$ cat config.mk
export PLATFORM = sky130hd
export DESIGN_NAME = regfile_wb_arbiter
export DESIGN_NICKNAME = d
export VERILOG_FILES = /design/src/rtl/regfile_wb_arbiter_pkg.sv /design/src/rtl/rr_arbiter2.sv /design/src/rtl/regfile_wb_arbiter.sv
export SDC_FILE = /design/constraint.sdc
export NUM_CORES = 1
export LEC_CHECK = 0
export BUFFER_PORTS_ARGS = -buffer_cell sky130_fd_sc_hd__buf_2
export CORE_MARGIN = 1.5
export CORE_UTILIZATION = 45
export DETAILED_ROUTE_END_ITERATION = 8
export PLACE_DENSITY = 0.94
export SKIP_CTS_REPAIR_TIMING = 1
export SLEW_MARGIN = 20
export SYNTH_ARGS = -nofsm -noshare
export SYNTH_HDL_FRONTEND = slang
export SYNTH_HIERARCHICAL = 1
export SYNTH_SLANG_ARGS = --single-unit
export TNS_END_PERCENT = 10
$ cat constraint.sdc
create_clock -name Clock -period 3.9 [get_ports Clock]
set_input_delay 0.78 -clock Clock [delete_from_list [all_inputs] [get_ports Clock]]
set_output_delay 0.78 -clock Clock [all_outputs]
set_load 0.01 [all_outputs]
$ cat src/rtl/regfile_wb_arbiter_pkg.sv
// Shared constants and payload types for the register-file write-back path.
package regfile_wb_arbiter_pkg;

    localparam int unsigned DATA_W  = 16;
    localparam int unsigned ADDR_W  = 2;
    localparam int unsigned NREGS   = 1 << ADDR_W;

    // Requester indices on the write-back arbiter
    localparam int unsigned NREQ    = 2;
    localparam int unsigned REQ_ALU = 0;
    localparam int unsigned REQ_MEM = 1;

    // One write-back request payload
    typedef struct packed {
        logic [ADDR_W-1:0] rd;
        logic [DATA_W-1:0] data;
    } wb_req_t;

endpackage

$ cat src/rtl/rr_arbiter2.sv
// Two-input round-robin grant; the favored index flips to the other side on every accept.
module rr_arbiter2
    import regfile_wb_arbiter_pkg::*;
(
    input  logic            Clock,
    input  logic            ResetN,
    input  logic [NREQ-1:0] req,
    input  logic            accept,
    output logic [NREQ-1:0] grant_c
);

    // Index that wins when both requesters are valid
    logic prio;

    // Grant: lone requester wins, contention goes to prio; nothing granted in reset
    always_comb begin
        grant_c = '0;
        if (ResetN) begin
            if (req[REQ_ALU] && req[REQ_MEM]) begin
                grant_c[prio] = 1'b1;
            end else begin
                grant_c = req;
            end
        end
    end

    // Pointer advances only on an accepted handshake
    always_ff @(posedge Clock or negedge ResetN) begin
        if (!ResetN) begin
            prio <= 1'(REQ_ALU);
        end else if (accept) begin
            prio <= grant_c[REQ_ALU] ? 1'(REQ_MEM) : 1'(REQ_ALU);
        end
    end

endmodule

$ cat src/rtl/regfile_wb_arbiter.sv
// Write-back controller: arbitrates ALU/load results onto the register-file
// write port and tracks outstanding writers for RAW hazard detection.
module regfile_wb_arbiter
    import regfile_wb_arbiter_pkg::*;
(
    input  logic              Clock,
    input  logic              ResetN,
    input  logic              AluValid,
    output logic              AluReady,
    input  logic [ADDR_W-1:0] AluRd,
    input  logic [DATA_W-1:0] AluData,
    input  logic              MemValid,
    output logic              MemReady,
    input  logic [ADDR_W-1:0] MemRd,
    input  logic [DATA_W-1:0] MemData,
    input  logic              IssueValid,
    input  logic [ADDR_W-1:0] IssueRd,
    input  logic [ADDR_W-1:0] RS,
    input  logic [ADDR_W-1:0] RT,
    output logic              HazardRS,
    output logic              HazardRT,
    output logic              RegWrite,
    output logic [ADDR_W-1:0] RD,
    output logic [DATA_W-1:0] WriteData,
    output logic [NREGS-1:0]  Busy,
    output logic              Error
);

    logic [NREQ-1:0]  req_c;
    logic [NREQ-1:0]  grant_c;
    logic             accept_c;
    wb_req_t          win_c;
    logic             issue_set_c;
    logic [NREGS-1:0] busy_next_c;
    logic             error_next_c;

    // Requester vector in package index order
    always_comb begin
        req_c          = '0;
        req_c[REQ_ALU] = AluValid;
        req_c[REQ_MEM] = MemValid;
    end

    rr_arbiter2 u_rr (
        .Clock   (Clock),
        .ResetN  (ResetN),
        .req     (req_c),
        .accept  (accept_c),
        .grant_c (grant_c)
    );

    assign AluReady = grant_c[REQ_ALU];
    assign MemReady = grant_c[REQ_MEM];
    assign accept_c = |grant_c;

    // Winner payload; grant is one-hot so a simple select suffices
    always_comb begin
        win_c.rd   = AluRd;
        win_c.data = AluData;
        if (grant_c[REQ_MEM]) begin
            win_c.rd   = MemRd;
            win_c.data = MemData;
        end
    end

    // Register-file write port; R0 writes complete the handshake silently
    always_ff @(posedge Clock or negedge ResetN) begin
        if (!ResetN) begin
            RegWrite  <= 1'b0;
            RD        <= '0;
            WriteData <= '0;
        end else if (accept_c) begin
            RegWrite  <= (win_c.rd != '0);
            RD        <= win_c.rd;
            WriteData <= win_c.data;
        end else begin
            RegWrite  <= 1'b0;
        end
    end

    // Scoreboard next state: commit clears, issue sets, set wins on collision
    always_comb begin
        issue_set_c = IssueValid && (IssueRd != '0);
        busy_next_c = Busy;
        if (RegWrite) begin
            busy_next_c[RD] = 1'b0;
        end
        if (issue_set_c) begin
            busy_next_c[IssueRd] = 1'b1;
        end
        busy_next_c[0] = 1'b0;
    end

    // Protocol errors: commit without an outstanding writer, or a second
    // writer issued while the first has not retired on this same edge
    always_comb begin
        error_next_c = Error;
        if (RegWrite && !Busy[RD]) begin
            error_next_c = 1'b1;
        end
        if (issue_set_c && Busy[IssueRd] && !(RegWrite && (RD == IssueRd))) begin
            error_next_c = 1'b1;
        end
    end

    // Scoreboard and sticky error state
    always_ff @(posedge Clock or negedge ResetN) begin
        if (!ResetN) begin
            Busy  <= '0;
            Error <= 1'b0;
        end else begin
            Busy  <= busy_next_c;
            Error <= error_next_c;
        end
    end

    assign HazardRS = Busy[RS];
    assign HazardRT = Busy[RT];

endmodule

======== After elaboration in Yosys (flattened, before gate mapping) ========
Index checks and enable logic that the tools add are counted.
operators by class
  magnitude comparators ................... 8
  reduce and logical (&&, ||, !) cells .... 15
  bitwise operators ....................... 3
  eq/ne operators ......................... 1
  mux-type cells .......................... 23
operator list
  operator            number
  $mux 18             1
  $lt 2x3->1 const B  4
  $mux 1              11
  $logic_and 1x1->1   9
  $bmux 1 s2          4
  $mux 4              2
  $reduce_bool 2->1   3
  $and 4x4->4         1
  $demux 1 s2         2
  $ge 2x1->1 const B  2
  $mux 2              2
  $not 4->4           1
  $or 4x4->4          1
  $eq 2x2->1          1
  $logic_not 1->1     2
  $lt 1x2->1 const B  1
  $reduce_or 2->1     1
  $demux 1 s1         1
  $ge 1x1->1 const B  1
storage, ports and cells
  input bits .............................. 47
  flip-flop bits (word level) ............. 24
  output and inout bits ................... 28

======== Logic depth before layout (Yosys ltp) ========
Gate-level depths: netlist (run 1).
  depth after elaboration ................. 9
  depth in mapped cells ................... 6
  gate-level depth less buffers ........... 5

======== By module ========
Netlist (run 1), hierarchy kept.
modules (own cells, without submodules)
  module              cells an instance  area an instance (µm²)  times used
  regfile_wb_arbiter  116                1159.9                  1
  rr_arbiter2         8                  65.1                    1

======== Worst setup path after synthesis (run 1) ========
OpenSTA, ideal clock, no wires.
  path kind ............................... in2out
  from .................................... in RS[1]
  to ...................................... out HazardRS
  path slack .............................. 1851 ps
  buffers on the path ..................... 0
  cell stages on the path ................. 3
  required time ........................... 3120 ps
  arrival ................................. 1269 ps
  path through ............................ mux2_2 -> nand2_1 -> o21ai_0
on the way
  word-level cells in the longest chain between the ends .. 2
RTL lines
  item                          RTL line                   RTL
  from (decl)                   regfile_wb_arbiter.sv:18   input logic [ADDR_W-1:0] RS,
  $bmux 1 s2                    regfile_wb_arbiter.sv:117  assign HazardRS = Busy[RS];
  $mux 1 (not written as such)  regfile_wb_arbiter.sv:117
  to (decl)                     regfile_wb_arbiter.sv:20   output logic HazardRS,
Every way passes these cells. The select of a mux whose other input is x is not followed.

======== Final worst setup path (run 1) ========
  from .................................... in MemValid
  to ...................................... out AluReady
on the way
  word-level cells in the longest chain between the ends .. 3
RTL lines
  item               RTL line                  RTL
  from (decl)        regfile_wb_arbiter.sv:12  input logic MemValid,
  $logic_and 1x1->1  rr_arbiter2.sv:19         if (req[REQ_ALU] && req[REQ_MEM]) begin
  $mux 2             rr_arbiter2.sv:19
  $mux 2             rr_arbiter2.sv:18         if (ResetN) begin
  to (decl)          regfile_wb_arbiter.sv:9   output logic AluReady,
Every way passes these cells.

==> results.json, run 1 <==
{
  "grt_pass1_wl_mm": 4.37,
  "instances_no_fill": 226,
  "setup_viol": 0,
  "clockBufferDepth": 2,
  "hold_path.class": "in -> async",
  "finalSetupTns_ps": 0,
  "grt_pass1_vias": 1032,
  "crit_path_frequent_cell": "buf_2",
  "cts_inserted_buffers": 3,
  "synth_seq_cells": 24,
  "syn_nets": 171,
  "r2r_slack_ps": 2220,
  "die_width_um": 55.2,
  "cts_tree": "built",
  "ys_warn_count": 6,
  "cts_root_buffer": "clkbuf_4",
  "avgSynthCellArea_sq_um": 9.88,
  "final_antenna_net_count": 0,
  "startpoint_type": "input port",
  "crit_family": "simple AND/OR/NAND/NOR gates",
  "synthMuxAreaShare_pct": 18.7,
  "synth_top_family_by_area": "multiplexers",
  "ff_latch_area_sq_um": 601,
  "wl_per_cell_um": 12.5,
  "globalRouteOverflowTotal": 0,
  "syn_to_final_growth_pct": 36.1,
  "clkSlewWorstSetupHoldPaths_ps": 130,
  "final_common_cell": "buf_2",
  "ctsHtreeMaxLevel": 1,
  "drt_iter0_markers": 9,
  "relSlewSlack_pct": 61.4,
  "p_per_area_mw_per_mm2": 441,
  "rows": 18,
  "cp.arrival_ps": 1780,
  "viasPerCell": 5.05,
  "firstDrtPassIters": 4,
  "synthCells": 124,
  "final_cell_mix": "buf_2 (73), nand2_1 (26), o21ai_0 (25), dfrtp_1 (24), mux2i_1 (18)",
  "multiInputGateArea_sq_um": 588,
  "tightest_slew_ps": 579,
  "period_share_pct": 65.6,
  "synth-simple-area-share_pct": 12.8,
  "die_area_sq_mm": 0.00304,
  "synth-compound-area-share_pct": 15.9,
  "grt_start_max_net_pins": 40,
  "criticalPathCategory": "in -> out",
  "leakage_nw": 0.823,
  "dp_hpwl_mm": 2.17,
  "synth_xor_area_share_pct": 0,
  "ir_worst_vdd_mv": 0.280,
  "ios": 75,
  "ys_seq_area_share_pct": 49.0,
  "placedCellCount": 222,
  "antenna_found_initial": 0,
  "cts_sinks": 24,
  "io_buffers": 73,
  "vias": 1141,
  "drive_gt1_share_pct": 44.9,
  "skew_ps": 6.29,
  "rsz0062_at_grt": "false",
  "utilization_pct": 66.1,
  "routed_wl_mm": 2.82,
  "drcViolationCount": 0,
  "clock_latency_ps": 310,
  "fin_crit_ps": 2560,
  "status": "finished clean",
  "synth_adder_area_share_pct": 0,
  "final_nets": 244,
  "core_sq_mm": 0.00252,
  "critPathCaptureType": "primary output",
  "fillers": 216,
  "crit_buf_inv": 2,
  "place.gp.congestion": 0.816,
  "syn_area_sq_mm": 0.00122,
  "path_max_fanout": 21,
  "ys_types": 25,
  "max_freq_ghz": 0.391,
  "cp.required_ps": 3120,
  "hold_violations": 0,
  "die_h_um": 55.2,
  "antenna_cells": 0,
  "maxSlewViolCount": 0,
  "drv_cap": 0,
  "crit_chain": "buf_2 -> nand2_1 -> and3_2 -> buf_2",
  "grt_usage_pct": 20.4,
  "max_stage_delay_ps": 580,
  "critPathSlowestCell": "and3_2",
  "initial_core_util_pct": 48.6
}
## stage by stage
step / total power [W] / cell area (sq um) / setup slack [ps] / hold WS (ps)
after global placement: 0.000559 / 1610 / 1360 / 463
after floorplan: 0.000459 / 1220 / 1850 / 484
after detailed placement: 0.000567 / 1610 / 1340 / 473
final: 0.000736 / 1670 / 1340 / 442
after CTS: 0.000745 / 1670 / 1330 / 448
after global routing: 0.000790 / 1670 / 1250 / 444
## final timing paths
| kind | start | end | cells after the start |
|---|---|---|---|
| min | ResetN | WriteData[9]$_DFFE_PN0P_ | 2 |
| max | MemValid | AluReady | 4 |
| max in group asynchronous | ResetN | Busy[2]$_DFF_PN0_ | 2 |
| max reg2reg | u_rr/prio$_DFFE_PN0P_ | u_rr/prio$_DFFE_PN0P_ | 5 |
| min reg2reg | Error$_DFFE_PN0P_ | Error$_DFFE_PN0P_ | 1 |
| min in group Clock | Error$_DFFE_PN0P_ | Error$_DFFE_PN0P_ | 1 |
## kinds of logic (layout without fill, tap and decap cells)
family,after synthesis,in the layout
AO/OA/AOI/OAI,33,33
AND/OR/NAND/NOR,35,35
other,1,1
flip-flops,24,24
buffers and inverters,9,81
multiplexers,22,22
## routing by layer
layer,track usage [%],part of all wire [%],vias to the layer above
met1,25.9,43,506
met2,34.1,46,56
met5,0,0,-
li1,-,-,577
met3,4.84,10,2
met4,7.32,0.78,0
## where the power goes
part           internal, W  total (W)  switching, W  leakage (nW)
Sequential        0.000298   0.000342     0.0000441         0.284
Combinational     0.000111   0.000217      0.000107         0.512
Clock             0.000104   0.000176     0.0000725        0.0279
Total             0.000513   0.000736      0.000223         0.823
## synth_stat cells
| library cell | count | area [sq um] |
|---|---|---|
| buf_4 | 1 | 7.51 |
| a41o_1 | 1 | 10.0 |
| a21oi_1 | 1 | 5.00 |
| mux2i_1 | 18 | 180 |
| and3_2 | 2 | 15.0 |
| a32o_1 | 2 | 20.0 |
| nand2_1 | 26 | 97.6 |
| mux2_2 | 3 | 33.8 |
| o21ai_0 | 25 | 125 |
| buf_2 | 2 | 10.0 |
| nor2b_2 | 1 | 8.76 |
| or2_2 | 1 | 6.26 |
| nor2_1 | 1 | 3.75 |
| dfrtp_1 | 24 | 601 |
| a22o_1 | 1 | 8.76 |
| a221oi_1 | 1 | 8.76 |
| clkbuf_1 | 4 | 15.0 |
| conb_1 | 1 | 3.75 |
| mux2_4 | 1 | 15.0 |
| nor2b_1 | 2 | 12.5 |
| nand3_1 | 1 | 5.00 |
| nand3b_1 | 1 | 7.51 |
| o21bai_1 | 1 | 7.51 |
| a311o_1 | 1 | 10.0 |
| inv_1 | 2 | 7.51 |
## flip-flops by register name, indices dropped and copies added (netlist names)
| register | flops |
|---|---|
| Busy | 3 |
| WriteData | 16 |
| u_rr/prio | 1 |
| RD | 2 |
| RegWrite | 1 |
| Error | 1 |
## worst reg2reg max path, cell delays in order (launching register included)
cell,delay [ps]
dfrtp_1,430
nand2_1,90
and3_2,580
or2_2,230
nor2b_1,50
a41o_1,210
## area by class of cell
type | instances | share of cell area (%)
clock buffer | 3 | 1.35
clock inverter | 1 | 1.80
inverter | 2 | 0.450
timing repair buffer | 75 | 22.8
sequential | 24 | 36.0
tap | 30 | 2.25
multi-input combinational | 91 | 35.3
(Power assumes the default switching activity.)
==> inputs of run 2 (changes only) <==
--- a/config.mk
+++ b/config.mk
@@ -7,9 +7,9 @@
 export LEC_CHECK = 0
 export BUFFER_PORTS_ARGS = -buffer_cell sky130_fd_sc_hd__buf_2
 export CORE_MARGIN = 1.5
-export CORE_UTILIZATION = 45
+export CORE_UTILIZATION = 38
 export DETAILED_ROUTE_END_ITERATION = 8
-export PLACE_DENSITY = 0.94
+export PLACE_DENSITY = 0.86
 export SKIP_CTS_REPAIR_TIMING = 1
 export SLEW_MARGIN = 20
 export SYNTH_ARGS = -nofsm -noshare
==> constraint.sdc (replaced) <==
create_clock -name Clock -period 2.1 [get_ports Clock]
set_input_delay 0.42 -clock Clock [delete_from_list [all_inputs] [get_ports Clock]]
set_output_delay 0.42 -clock Clock [all_outputs]
set_load 0.01 [all_outputs]
==> results.json, run 2 (synthesis results as in run 1) <==
{
  "critPathCaptureType": "primary output",
  "drive_gt1_share_pct": 45.7,
  "drv_cap": 0,
  "clkSlewWorstSetupHoldPaths_ps": 130,
  "ctsHtreeMaxLevel": 1,
  "final_nets": 247,
  "multiInputGateArea_sq_um": 588,
  "cts_tree": "built",
  "syn_to_final_growth_pct": 39.3,
  "globalRouteOverflowTotal": 0,
  "antenna_cells": 0,
  "dp_hpwl_mm": 2.24,
  "cp.arrival_ps": 1330,
  "drt_iter0_markers": 55,
  "critPathSlowestCell": "dfrtp_1",
  "vias": 1158,
  "final_common_cell": "buf_2",
  "fin_area_sq_mm": 0.00171,
  "fillers": 284,
  "initial_core_util_pct": 40.1,
  "place.gp.congestion": 0.853,
  "clock_latency_ps": 310,
  "skew_ps": 9.42,
  "routed_wl_mm": 2.75,
  "ios": 75,
  "die_width_um": 59.8,
  "fin_ws_ps": 353,
  "io_buffers": 73,
  "wl_per_cell_um": 11.3,
  "startpoint_type": "flip-flop",
  "status": "finished clean",
  "cts_root_buffer": "clkbuf_4",
  "hold_violations": 0,
  "grt_pass1_vias": 1083,
  "ff_latch_area_sq_um": 601,
  "rsz0062_at_grt": "false",
  "cp.required_ps": 1680,
  "final_antenna_net_count": 0,
  "period_share_pct": 83.2,
  "core_sq_mm": 0.00305,
  "grt_pass1_wl_mm": 4.46,
  "grt_usage_pct": 16.0,
  "max_freq_ghz": 0.572,
  "grt_start_max_net_pins": 27,
  "antenna_found_initial": 0,
  "viasPerCell": 4.77,
  "drcViolationCount": 0,
  "clockBufferDepth": 2,
  "die_h_um": 59.8,
  "maxSlewViolCount": 0,
  "dp_slack_ps": 450,
  "max_stage_delay_ps": 420,
  "largest_reg_flops": 16,
  "p_per_area_mw_per_mm2": 801,
  "max_flop_register": "WriteData",
  "placed_area_sq_mm": 0.00165,
  "cts_sinks": 24,
  "top_regs": "WriteData: 16 flops, Busy: 3 flops, RD: 2 flops",
  "path_max_fanout": 10,
  "cts_inserted_buffers": 3,
  "finalSetupTns_ps": 0,
  "fin_crit_ps": 1750,
  "hold_path.class": "in -> async",
  "criticalPathCategory": "reg -> out",
  "firstDrtPassIters": 4,
  "crit_chain": "nand2_1 -> and3_2 -> buf_2",
  "setup_viol": 0,
  "power_w": 0.00137,
  "final_cell_mix": "buf_2 (73), nand2_1 (26), o21ai_0 (25), dfrtp_1 (24), mux2i_1 (18)",
  "utilization_pct": 55.9,
  "leakage_nw": 0.839,
  "ir_worst_vdd_mv": 0.453,
  "die_area_sq_mm": 0.00357,
  "rows": 20
}
-- run 2: area by class of cell --
cell class | count | area share [%]
flip-flops and latches | 24 | 35.2
inverters | 2 | 0.440
clock inverters | 1 | 1.76
well taps | 44 | 3.23
repair buffers | 78 | 23.6
clock buffers | 3 | 1.32
multi-input cells | 91 | 34.5
-- run 2: per-layer routing --
metal / up-vias / global-route usage, % / wire length, um
met5: - / 0 / 0
met4: 0 / 5.40 / 24
met3: 2 / 1.30 / 139
met2: 42 / 29.3 / 1440
met1: 529 / 19.4 / 1140
li1: 585 / - / -
-- run 2: worst paths after layout --
check                                            from  slack [ps]  cells after the start                         to
max in group asynchronous                      ResetN        1880                      2  WriteData[11]$_DFFE_PN0P_
worst max register to register  u_rr/prio$_DFFE_PN0P_         570                      5  WriteData[12]$_DFFE_PN0P_
worst min register to register      Error$_DFFE_PN0P_         510                      1          Error$_DFFE_PN0P_
worst max-delay path            u_rr/prio$_DFFE_PN0P_         350                      3                   AluReady
worst min-delay path                           ResetN          50                      2   WriteData[1]$_DFFE_PN0P_
min in group Clock                         MemData[8]         300                      3   WriteData[8]$_DFFE_PN0P_
-- run 2: per-stage QoR --
stage / hold slack [ps] / instances
final: 46.4 / 243
after global routing: 37.9 / 243
after CTS: 44.2 / 243
after detailed placement: 398 / 239
after global placement: 393 / 239
after floorplan: 124 / 124
-- run 2: worst max-delay path, delay by kind of cell (launching register included) --
| family | cells | cell delay, ps |
|---|---|---|
| and+or+nand+nor | 2 | 420 |
| DFF | 1 | 420 |
| buffers and inverters | 1 | 180 |
-- run 2: power breakdown --
part | switching, W | internal, W | total (W)
Combinational | 0.000197 | 0.000210 | 0.000407
Clock | 0.000133 | 0.000193 | 0.000326
Sequential | 0.0000799 | 0.000553 | 0.000633
==> inputs of run 3 (changes only) <==
--- a/config.mk
+++ b/config.mk
@@ -7,9 +7,9 @@
 export LEC_CHECK = 0
 export BUFFER_PORTS_ARGS = -buffer_cell sky130_fd_sc_hd__buf_2
 export CORE_MARGIN = 1.5
-export CORE_UTILIZATION = 38
+export CORE_UTILIZATION = 42
 export DETAILED_ROUTE_END_ITERATION = 8
-export PLACE_DENSITY = 0.86
+export PLACE_DENSITY = 0.89
 export SKIP_CTS_REPAIR_TIMING = 1
 export SLEW_MARGIN = 20
 export SYNTH_ARGS = -nofsm -noshare
==> constraint.sdc (replaced) <==
create_clock -name Clock -period 1.7 [get_ports Clock]
set_input_delay 0.34 -clock Clock [delete_from_list [all_inputs] [get_ports Clock]]
set_output_delay 0.34 -clock Clock [all_outputs]
set_load 0.01 [all_outputs]
==> results.json, run 3 (synthesis results as in run 1) <==
{
  "status": "finished clean",
  "cp.arrival_ps": 1270,
  "final_antenna_net_count": 0,
  "drv_cap": 0,
  "clkSlewWorstSetupHoldPaths_ps": 120,
  "grt_start_max_net_pins": 25,
  "crit_buf_inv": 1,
  "clock_latency_ps": 310,
  "max_stage_delay_ps": 450,
  "hold_violations": 0,
  "drive_gt1_share_pct": 46.8,
  "placedCellCount": 227,
  "r2r-end": "Error$_DFFE_PN0P_",
  "utilization_pct": 63.0,
  "criticalPathCategory": "reg -> out",
  "maxSlewViolCount": 0,
  "fillers": 254,
  "cp.required_ps": 1360,
  "holdPathStages": 3,
  "ir_worst_vdd_mv": 0.737,
  "period_share_pct": 94.9,
  "rows": 19,
  "r2r_slack_ps": 240,
  "instances_no_fill": 236,
  "globalRouteOverflowTotal": 0,
  "max_flop_register": "WriteData",
  "ios": 75,
  "power_w": 0.00163,
  "max_freq_ghz": 0.620,
  "critPathCaptureType": "primary output",
  "grt_usage_pct": 19.8,
  "place.gp.congestion": 0.792,
  "vias": 1218,
  "final_common_cell": "buf_2",
  "drcViolationCount": 0,
  "die_h_um": 57.0,
  "cts_tree": "built",
  "timing.rr.start": "Busy[3]$_DFF_PN0_",
  "final_nets": 253,
  "die_width_um": 57.0,
  "grt_pass1_vias": 1205,
  "routed_wl_mm": 3.01,
  "setup_viol": 0,
  "startpoint_type": "flip-flop",
  "min_to": "WriteData[4]$_DFFE_PN0P_",
  "clockBufferDepth": 2,
  "p_per_area_mw_per_mm2": 936,
  "grt_pass1_wl_mm": 5.07,
  "crit_family": "flip-flops",
  "leakage_nw": 0.868,
  "fin_crit_ps": 1610,
  "crit_chain": "mux2_4 -> nand2_1 -> o21ai_0 -> buf_2",
  "antenna_found_initial": 0,
  "die_area_sq_mm": 0.00325,
  "critPathSlowestCell": "dfrtp_2",
  "antenna_cells": 0,
  "drt_iter0_markers": 35,
  "dp_hpwl_mm": 2.41,
  "hold_path.class": "in -> reg",
  "wl_per_cell_um": 12.7,
  "cts_sinks": 24,
  "min_from": "MemData[4]",
  "syn_to_final_growth_pct": 41.9,
  "cts_root_buffer": "clkbuf_4",
  "hold_slack_ps": 230,
  "top_regs": "WriteData: 16 flops, Busy: 3 flops, RD: 2 flops",
  "firstDrtPassIters": 4,
  "ctsHtreeMaxLevel": 1,
  "viasPerCell": 5.16,
  "path_max_fanout": 5,
  "final_cell_mix": "buf_2 (73), nand2_1 (25), o21ai_0 (24), dfrtp_1 (23), mux2i_1 (18)",
  "core_sq_mm": 0.00276,
  "worstRegToRegCells": 4,
  "io_buffers": 73,
  "largest_reg_flops": 16,
  "finalSetupTns_ps": 0,
  "initial_core_util_pct": 44.4,
  "cts_inserted_buffers": 3,
  "skew_ps": 2.33
}
-- run 3: cell count changes in the layout (fill, tap and decap cells not counted), moves of 2 or more --
cell and delta:
dlygate4sd3_1 +3, mux2_4 +2, mux2_2 -2, buf_4 +3
-- run 3: report_power, final --
part           leakage, nW  switching [W]  total [W]  internal [W]
registers            0.283      0.0000955   0.000781      0.000685
clock network       0.0210       0.000159   0.000290      0.000131
logic                0.564       0.000263   0.000556      0.000293
total                0.868       0.000518    0.00163       0.00111
-- run 3: through the flow --
step / cell area (sq um) / setup WS, ps
floorplan: 1220 / 248
global placement: 1650 / 269
detailed placement: 1650 / 216
CTS: 1680 / 26.5
global route: 1740 / -3.86
finish: 1740 / 87.2
-- run 3: final cells by class --
| class | count | area (sq um) | area share (%) |
|---|---|---|---|
| clock buffer | 4 | 36.3 | 2.09 |
| inverter | 2 | 7.51 | 0.432 |
| sequential | 24 | 602 | 34.6 |
| tap | 31 | 38.8 | 2.23 |
| multi-input combinational | 91 | 598 | 34.4 |
| timing repair buffer | 84 | 455 | 26.2 |
-- run 3: worst reg2reg max path, delay by kind of cell (launching register included) --
kind,cells,cell delay (ps)
muxes,1,250
AOI/OAI and AO/OA,2,510
buffers and inverters,1,140
DFF,1,450
-- run 3: metal layers --
metal | wire [um] | share of wire (%) | GRT usage (%)
met2 | 1400 | 47 | 34.5
met5 | 0 | 0 | 0
met3 | 265 | 8.8 | 4.76
met4 | 29 | 0.96 | 5.98
met1 | 1310 | 43 | 24.3
-- run 3: worst max path at each step --
stage | from | end | depth (start not counted)
floorplan | u_rr/prio$_DFFE_PN0P_ | u_rr/prio$_DFFE_PN0P_ | 5
global placement | MemValid | WriteData[15]$_DFFE_PN0P_ | 6
detailed placement | MemValid | WriteData[14]$_DFFE_PN0P_ | 6
CTS | Busy[3]$_DFF_PN0_ | HazardRT | 4
global route | Busy[3]$_DFF_PN0_ | HazardRS | 4
finish | Busy[3]$_DFF_PN0_ | HazardRS | 4
